[config.mk]
export PLATFORM = sky130hd
export DESIGN_NAME = gmii_tx_arbiter_flat
export DESIGN_NICKNAME = d
export VERILOG_FILES = /design/src/rtl/gmii_tx_arbiter_if.sv /design/src/rtl/gmii_tx_arbiter.sv /design/src/flat_wrapper.sv
export SDC_FILE = /design/constraint.sdc
export NUM_CORES = 1
export LEC_CHECK = 0
export CORE_AREA = 4 4 64 66
export DETAILED_ROUTE_END_ITERATION = 10
export DIE_AREA = 0 0 68 70
export PLACE_DENSITY = 0.74
export SYNTH_ARGS = -nofsm -noshare
export SYNTH_HDL_FRONTEND = slang
export SYNTH_SLANG_ARGS = --single-unit
export TNS_END_PERCENT = 100
[constraint.sdc]
create_clock -name gmii_tx_clk -period 1.5 [get_ports gmii_tx_clk]
set_clock_uncertainty 0.1 [all_clocks]
set_input_delay 0.375 -clock gmii_tx_clk [delete_from_list [all_inputs] [get_ports gmii_tx_clk]]
set_output_delay 0.375 -clock gmii_tx_clk [all_outputs]
set_load 0.005 [all_outputs]
[src/rtl/gmii_tx_arbiter_if.sv]
// ---------------------------------------------------------------------------
// gmii_tx_arbiter_if
//   Bundles every signal between the two frame sources, the arbiter and the
//   GMII-to-RGMII TX converter.
//   master : frame-source side (drives req/tx_en/tx_data, sees gnt, GMII, status)
//   slave  : arbiter side
//   Signals:
//     req0/req1          source has a frame pending (level)
//     gnt0/gnt1          level grant, at most one high
//     tx_en0/tx_en1      source frame-valid
//     tx_data0/tx_data1  source byte, valid with tx_en
//     gmii_tx_en/data    muxed, registered stream to the converter
//     busy               arbiter not idle
//     err_timeout        one-cycle pulse: grant revoked, source never started
//     err_oversize       one-cycle pulse: frame truncated at maximum length
// ---------------------------------------------------------------------------
interface gmii_tx_arbiter_if;
  logic       req0;
  logic       req1;
  logic       gnt0;
  logic       gnt1;
  logic       tx_en0;
  logic       tx_en1;
  logic [7:0] tx_data0;
  logic [7:0] tx_data1;
  logic       gmii_tx_en;
  logic [7:0] gmii_tx_data;
  logic       busy;
  logic       err_timeout;
  logic       err_oversize;

  modport master (
    output req0, req1, tx_en0, tx_en1, tx_data0, tx_data1,
    input  gnt0, gnt1, gmii_tx_en, gmii_tx_data, busy, err_timeout, err_oversize
  );

  modport slave (
    input  req0, req1, tx_en0, tx_en1, tx_data0, tx_data1,
    output gnt0, gnt1, gmii_tx_en, gmii_tx_data, busy, err_timeout, err_oversize
  );
endinterface

[src/rtl/gmii_tx_arbiter.sv]
// ---------------------------------------------------------------------------
// gmii_tx_arbiter
//   Shares one GMII TX path between two frame sources (0: ARP, 1: UDP).
//   Round-robin grant, one registered cycle of latency on the byte stream,
//   inter-frame gap, start timeout and maximum frame length enforcement.
//   Ports:
//     gmii_tx_clk  125 MHz GMII TX clock, all logic on the rising edge
//     rst          asynchronous active-high reset (release synchronised here)
//     bus          gmii_tx_arbiter_if.slave (sources, GMII output, status)
// ---------------------------------------------------------------------------
module gmii_tx_arbiter #(
  parameter int IFG_CYCLES    = 12,
  parameter int MAX_LEN       = 1526,
  parameter int START_TIMEOUT = 16,
  parameter int CNT_W         = 11
) (
  input  logic              gmii_tx_clk,
  input  logic              rst,
  gmii_tx_arbiter_if.slave  bus
);

  typedef enum logic [2:0] {
    S_IDLE,
    S_GRANT,
    S_SEND,
    S_DRAIN,
    S_IFG
  } state_e;

  localparam logic [CNT_W-1:0] CNT_ONE      = CNT_W'(1);
  localparam logic [CNT_W-1:0] TIMEOUT_LAST = CNT_W'(START_TIMEOUT - 1);
  localparam logic [CNT_W-1:0] IFG_LAST     = CNT_W'(IFG_CYCLES - 1);
  localparam logic [CNT_W-1:0] MAX_CNT      = CNT_W'(MAX_LEN);

  // NOTE: reset asserts asynchronously but releases two edges later, so no
  // flop sees reset removal close to a clock edge.
  logic [1:0] rst_sync_q;
  logic       rst_i;

  // NOTE: sequential state always uses non-blocking assignments so every
  // flop samples pre-edge values regardless of statement order.
  always_ff @(posedge gmii_tx_clk or posedge rst) begin
    if (rst) rst_sync_q <= 2'b11;
    else     rst_sync_q <= {rst_sync_q[0], 1'b0};
  end
  assign rst_i = rst_sync_q[1];

  state_e           state_q, state_d;
  logic [CNT_W-1:0] cnt_q, cnt_d;
  logic             last_served_q, last_served_d;  // also selects the granted source
  logic             gmii_tx_en_q, gmii_tx_en_d;
  logic [7:0]       gmii_tx_data_q, gmii_tx_data_d;
  logic             err_timeout_q, err_timeout_d;
  logic             err_oversize_q, err_oversize_d;

  logic             fwd;
  logic             tx_en_w;
  logic [7:0]       tx_data_w;
  logic             granted;

  assign tx_en_w   = last_served_q ? bus.tx_en1   : bus.tx_en0;
  assign tx_data_w = last_served_q ? bus.tx_data1 : bus.tx_data0;

  always_ff @(posedge gmii_tx_clk or posedge rst_i) begin
    if (rst_i) begin
      state_q        <= S_IDLE;
      cnt_q          <= '0;
      last_served_q  <= 1'b1;   // source 0 wins the first tie
      gmii_tx_en_q   <= 1'b0;
      gmii_tx_data_q <= 8'h00;
      err_timeout_q  <= 1'b0;
      err_oversize_q <= 1'b0;
    end else begin
      state_q        <= state_d;
      cnt_q          <= cnt_d;
      last_served_q  <= last_served_d;
      gmii_tx_en_q   <= gmii_tx_en_d;
      gmii_tx_data_q <= gmii_tx_data_d;
      err_timeout_q  <= err_timeout_d;
      err_oversize_q <= err_oversize_d;
    end
  end

  // NOTE: every signal written here gets a default first, so no path can
  // leave a value unassigned and infer a latch.
  always_comb begin
    state_d        = state_q;
    cnt_d          = cnt_q;
    last_served_d  = last_served_q;
    fwd            = 1'b0;
    err_timeout_d  = 1'b0;
    err_oversize_d = 1'b0;

    case (state_q)
      S_IDLE: begin
        if (bus.req0 || bus.req1) begin
          // Contested: the source not served last; otherwise the lone requester.
          last_served_d = (bus.req0 && bus.req1) ? ~last_served_q : bus.req1;
          cnt_d         = '0;
          state_d       = S_GRANT;
        end
      end
      S_GRANT: begin
        if (tx_en_w) begin
          fwd     = 1'b1;       // first byte already counts towards the length
          cnt_d   = CNT_ONE;
          state_d = S_SEND;
        end else if (cnt_q == TIMEOUT_LAST) begin
          err_timeout_d = 1'b1;
          cnt_d         = '0;
          state_d       = S_IFG;
        end else begin
          cnt_d = cnt_q + CNT_ONE;
        end
      end
      S_SEND: begin
        if (!tx_en_w) begin
          cnt_d   = '0;
          state_d = S_IFG;
        end else if (cnt_q < MAX_CNT) begin
          fwd   = 1'b1;
          cnt_d = cnt_q + CNT_ONE;
        end else begin
          err_oversize_d = 1'b1;
          state_d        = S_DRAIN;
        end
      end
      S_DRAIN: begin
        if (!tx_en_w) begin
          cnt_d   = '0;
          state_d = S_IFG;
        end
      end
      S_IFG: begin
        if (cnt_q == IFG_LAST) begin
          cnt_d   = '0;
          state_d = S_IDLE;
        end else begin
          cnt_d = cnt_q + CNT_ONE;
        end
      end
      default: state_d = S_IDLE;
    endcase

    gmii_tx_en_d   = fwd;
    gmii_tx_data_d = fwd ? tx_data_w : 8'h00;
  end

  // Grant is decoded from the state register so it drops on the same edge
  // the FSM leaves GRANT/SEND/DRAIN, and immediately on reset.
  assign granted          = (state_q == S_GRANT) || (state_q == S_SEND) || (state_q == S_DRAIN);
  assign bus.gnt0         = granted && !last_served_q;
  assign bus.gnt1         = granted &&  last_served_q;
  assign bus.busy         = (state_q != S_IDLE);
  assign bus.gmii_tx_en   = gmii_tx_en_q;
  assign bus.gmii_tx_data = gmii_tx_data_q;
  assign bus.err_timeout  = err_timeout_q;
  assign bus.err_oversize = err_oversize_q;

endmodule

[src/flat_wrapper.sv]
// flat-port wrapper written by rule: the top's interface ports become plain ports
module gmii_tx_arbiter_flat 
#(
  parameter int IFG_CYCLES    = 12,
  parameter int MAX_LEN       = 1526,
  parameter int START_TIMEOUT = 16,
  parameter int CNT_W         = 11
)
  (gmii_tx_clk, rst, bus_req0, bus_req1, bus_tx_en0, bus_tx_en1, bus_tx_data0, bus_tx_data1, bus_gnt0, bus_gnt1, bus_gmii_tx_en, bus_gmii_tx_data, bus_busy, bus_err_timeout, bus_err_oversize);
  gmii_tx_arbiter_if bus_i ();
  input  logic gmii_tx_clk;
  input  logic rst;
  input wire logic [$bits(bus_i.req0)-1:0] bus_req0;
  input wire logic [$bits(bus_i.req1)-1:0] bus_req1;
  input wire logic [$bits(bus_i.tx_en0)-1:0] bus_tx_en0;
  input wire logic [$bits(bus_i.tx_en1)-1:0] bus_tx_en1;
  input wire logic [$bits(bus_i.tx_data0)-1:0] bus_tx_data0;
  input wire logic [$bits(bus_i.tx_data1)-1:0] bus_tx_data1;
  output wire logic [$bits(bus_i.gnt0)-1:0] bus_gnt0;
  output wire logic [$bits(bus_i.gnt1)-1:0] bus_gnt1;
  output wire logic [$bits(bus_i.gmii_tx_en)-1:0] bus_gmii_tx_en;
  output wire logic [$bits(bus_i.gmii_tx_data)-1:0] bus_gmii_tx_data;
  output wire logic [$bits(bus_i.busy)-1:0] bus_busy;
  output wire logic [$bits(bus_i.err_timeout)-1:0] bus_err_timeout;
  output wire logic [$bits(bus_i.err_oversize)-1:0] bus_err_oversize;
  assign bus_i.req0 = bus_req0;
  assign bus_i.req1 = bus_req1;
  assign bus_i.tx_en0 = bus_tx_en0;
  assign bus_i.tx_en1 = bus_tx_en1;
  assign bus_i.tx_data0 = bus_tx_data0;
  assign bus_i.tx_data1 = bus_tx_data1;
  assign bus_gnt0 = bus_i.gnt0;
  assign bus_gnt1 = bus_i.gnt1;
  assign bus_gmii_tx_en = bus_i.gmii_tx_en;
  assign bus_gmii_tx_data = bus_i.gmii_tx_data;
  assign bus_busy = bus_i.busy;
  assign bus_err_timeout = bus_i.err_timeout;
  assign bus_err_oversize = bus_i.err_oversize;
  gmii_tx_arbiter #(.IFG_CYCLES(IFG_CYCLES), .MAX_LEN(MAX_LEN), .START_TIMEOUT(START_TIMEOUT), .CNT_W(CNT_W)) u_core (.gmii_tx_clk(gmii_tx_clk), .rst(rst), .bus(bus_i));
endmodule
==> flow_summary.ini, run 1 <==
[logic_synthesis]
ys_seq_elements = 28
syn_area_per_cell_sq_um = 9.87
synth-edff-count = 0
yosysWarnings = 0
synth_simple_gate_area_share_pct = 22.8
ys_types = 44
synthFlopType = dfrtp_1
synth_compound_area_share_pct = 18.7
yosysSeqAreaShare_pct = 45.1
synth_top_family_by_area = simple AND/OR/NAND/NOR gates
syn_area_sq_um = 1560
async_flop_share_pct = 100
synth_xor_xnor_area_share_pct = 0
syn_inst = 158
synth-adder-area-share_pct = 0.802
muxShareOfSynthArea_pct = 7.46
synth_nets = 181

[timing]
max_freq_ghz = 0.458
setup_tns_ns = -13.93
final.setup.worst_slack_ns = -0.684
period_needed_ns = 2.18
post-route-period-util_pct = 146
finalHoldViolations = 0
rsz0062_at_grt = yes
setup_violations = 28
slew_viol_final = 0

[worst_hold_path]
hold_path.class = reg -> async

[worst_setup_path]
crit_path_start = u_core.cnt_q[8]
critical-path-top-delay-family = compound AO/OA/AOI/OAI gates
cp.arrival_ns = 2.32
worstPathRequired_ns = 1.64
worstSetupEndpointType = register
worstPathMaxFanout = 7
crit_top_cell = buf_6
cp_num_cells = 8
worst_path_largest_cell_delay_ns = 0.42
critPathBufInv = 3
rr_worst_depth = 8
ff2ff_setup_slack_ns = -0.68
crit_chain = nor4_2 -> buf_4 -> a31oi_4 -> a311oi_4 -> buf_6 -> nor3_4 -> buf_6 -> a221o_1
rr_endpoint = u_core.cnt_q[3]
start_kind = register
crit_type = reg -> reg
cp_slowest_cell = dfrtp_1
r2r-start = u_core.cnt_q[8]
endpoint = u_core.cnt_q[3]

[routing]
wl_um = 6260
wl_per_cell_um = 20.4
first_pass_iters = 4
drt_iter0_drc = 224
via_per_inst = 5.78
vias = 1775
drc = 0
antenna_left = 0

[clocking]
clock_latency_ns = 0.33
ctsHtreeMaxLevel = 1
path_clk_slew_ns = 0.17
cts_buffers = 3
cts_tree = done
clk_path_buf_depth = 2
cts_hold_buffers = 0
cts-root-buf = clkbuf_4
cts.sinks = 28

[cells_and_area]
area_growth_pct = 75.4
fillerInstances = 221
final_cell_area_sq_um = 2740
fin_nets = 283
finalNonFillerCells = 307
antennaDiodeCount = 0
drive_above_1_share_pct = 44.8

[grt]
first_global_vias = 1762
gr-total-overflow = 0
grt_max_degree = 27
grt_first_pass_wirelength_um = 8720
grt_use_total_pct = 24.3
antenna_found_initial = 0

[pwr]
irDropWorstVdd_mv = 1.03
power.leakage_uw = 0.00127
power_uw = 4810
powerDensity_nw_per_um2 = 1760

[place]
io_buffers = 35
gp_congestion = 0.916
dp.cells = 282
postPlaceCellArea_sq_um = 2290
hpwl_um = 3420

[floorplan]
fp.dieH_um = 70
die-area_sq_um = 4760
initial_core_util_pct = 43.6
coreArea_sq_um = 3580
die_w_um = 68
core.rowCount = 22
io_pins = 36

[run_status]
status = complete, but fails checks
violations = setup timing

[run]
drv_cap = 0
==> how the worst min path moves through the flow <==
stage / cells past startpoint / startpoint / slack, ns / endpoint
3_3_place_gp: 2 / u_core.rst_sync_q[1] / 0.21 / u_core.bus.gmii_tx_data[4]
2_1_floorplan: 1 / rst / 0.19 / u_core.rst_sync_q[0]
6_report: 2 / u_core.rst_sync_q[1] / 0.21 / u_core.bus.gmii_tx_en
5_1_grt: 2 / rst / 0.24 / u_core.rst_sync_q[1]
4_1_cts: 2 / u_core.rst_sync_q[1] / 0.23 / u_core.bus.gmii_tx_en
3_5_place_dp: 2 / u_core.rst_sync_q[1] / 0.21 / u_core.bus.gmii_tx_en
==> state kept, by name, summed over array words and instances, names as in the netlist <==
name	count
u_core.bus.err_timeout	1
u_core.last_served_q	1
u_core.bus.err_oversize	1
u_core.bus.gmii_tx_data	8
u_core.bus.gmii_tx_en	1
u_core.rst_sync_q	2
u_core.state_q	3
u_core.cnt_q	11
==> layer usage <==
metal | global-route usage, % | up-vias | part of all wire, % | wire [um]
li1 | - | 783 | - | -
met4 | 11.5 | 0 | 5.3 | 334
met1 | 30.6 | 856 | 36 | 2240
met2 | 39.7 | 106 | 51 | 3210
met5 | 0 | - | 0 | 0
met3 | 3.86 | 30 | 7.5 | 471
==> worst min-delay path, delay by kind of cell, from the launching register on <==
| kind | cells | cell delay, ns |
|---|---|---|
| buf+inv | 2 | 0.35 |
| flops | 1 | 0.39 |
==> cell families after synthesis <==
logic type,after synthesis
multiplexers,11
AND/OR/NAND/NOR,66
adder cells (fa/ha/maj),1
other,1
buffers and inverters,14
flip-flops,28
AO/OA/AOI/OAI,37
==> timing repair <==
item | 4_1_cts | 5_1_grt
setup buffers | 12 | 12
gates cloned | 1 | 0
endpoints found under the hold margin | 0 | 0
pin swaps | 11 | 13
setup endpoints to repair | 38 | 35
resized for setup | 51 | 44
==> cells in the mapped netlist (2+ instances only) <==
cell,n,area share (%)
a21oi_1,2,0.64
o21ai_0,7,2.2
nand2_1,7,1.7
and3_1,7,2.8
nand3_1,7,2.2
dfrtp_1,25,40
o21ai_1,3,0.96
nor3b_1,2,0.96
a221o_1,3,1.9
nor3_1,7,2.2
nor2b_1,4,1.6
a31oi_1,3,1.2
buf_4,2,0.96
mux2i_1,9,5.8
a22o_1,4,2.2
nor2_1,22,5.3
dfstp_2,3,5.1
buf_6,2,1.4
and3b_1,2,1.1
clkbuf_1,2,0.48
o221ai_1,4,2.2
inv_1,7,1.7
a211oi_1,3,1.4
==> placed cells by master (no fill, tap or decap), types with 4 or more instances in the layout <==
cell	instances
buf_6	17
buf_4	51
dlygate4sd2_1	5
nor2_4	7
clkdlybuf4s50_1	21
dfrtp_1	25
nor2_1	14
nand3_1	6
clkdlybuf4s15_1	6
and3_1	6
nand2_1	5
a22o_1	4
inv_1	6
mux2i_1	8
nor3_1	5
o21ai_0	4
==> power by group <==
group          total, uW  leakage (uW)  switching (uW)  internal (uW)
logic               3420      0.000875            1660           1760
registers           1000      0.000372            78.4            924
clock network        392     0.0000210             244            148
total               4810       0.00127            1980           2830
==> through the flow <==
stage | hold slack (ns) | util (%) | setup slack [ns]
floorplan | 0.187 | - | -0.699
global placement | 0.208 | 63.9 | -0.831
detailed placement | 0.212 | 63.9 | -0.870
CTS | 0.226 | 71.1 | -0.565
global route | 0.242 | 76.5 | -0.737
finish | 0.212 | 76.5 | -0.684
==> layout make-up <==
cell class                 instances  area [sq um]  share of cell area, %
clock buffer                       4          36.3                   1.33
inverter                           7          26.3                  0.960
multi-input combinational        116           986                   36.0
sequential                        28           704                   25.7
tap                               48          60.1                   2.19
timing repair buffer             104           923                   33.7
No activity file was read; power rests on OpenSTA's default activity.
==> inputs of run 2 (changes only) <==
GPL_TIMING_DRIVEN = 1   (was not set)
==> results of run 2 <==
Same layout as run 1: the final DEF is identical, and so are final timing and power.
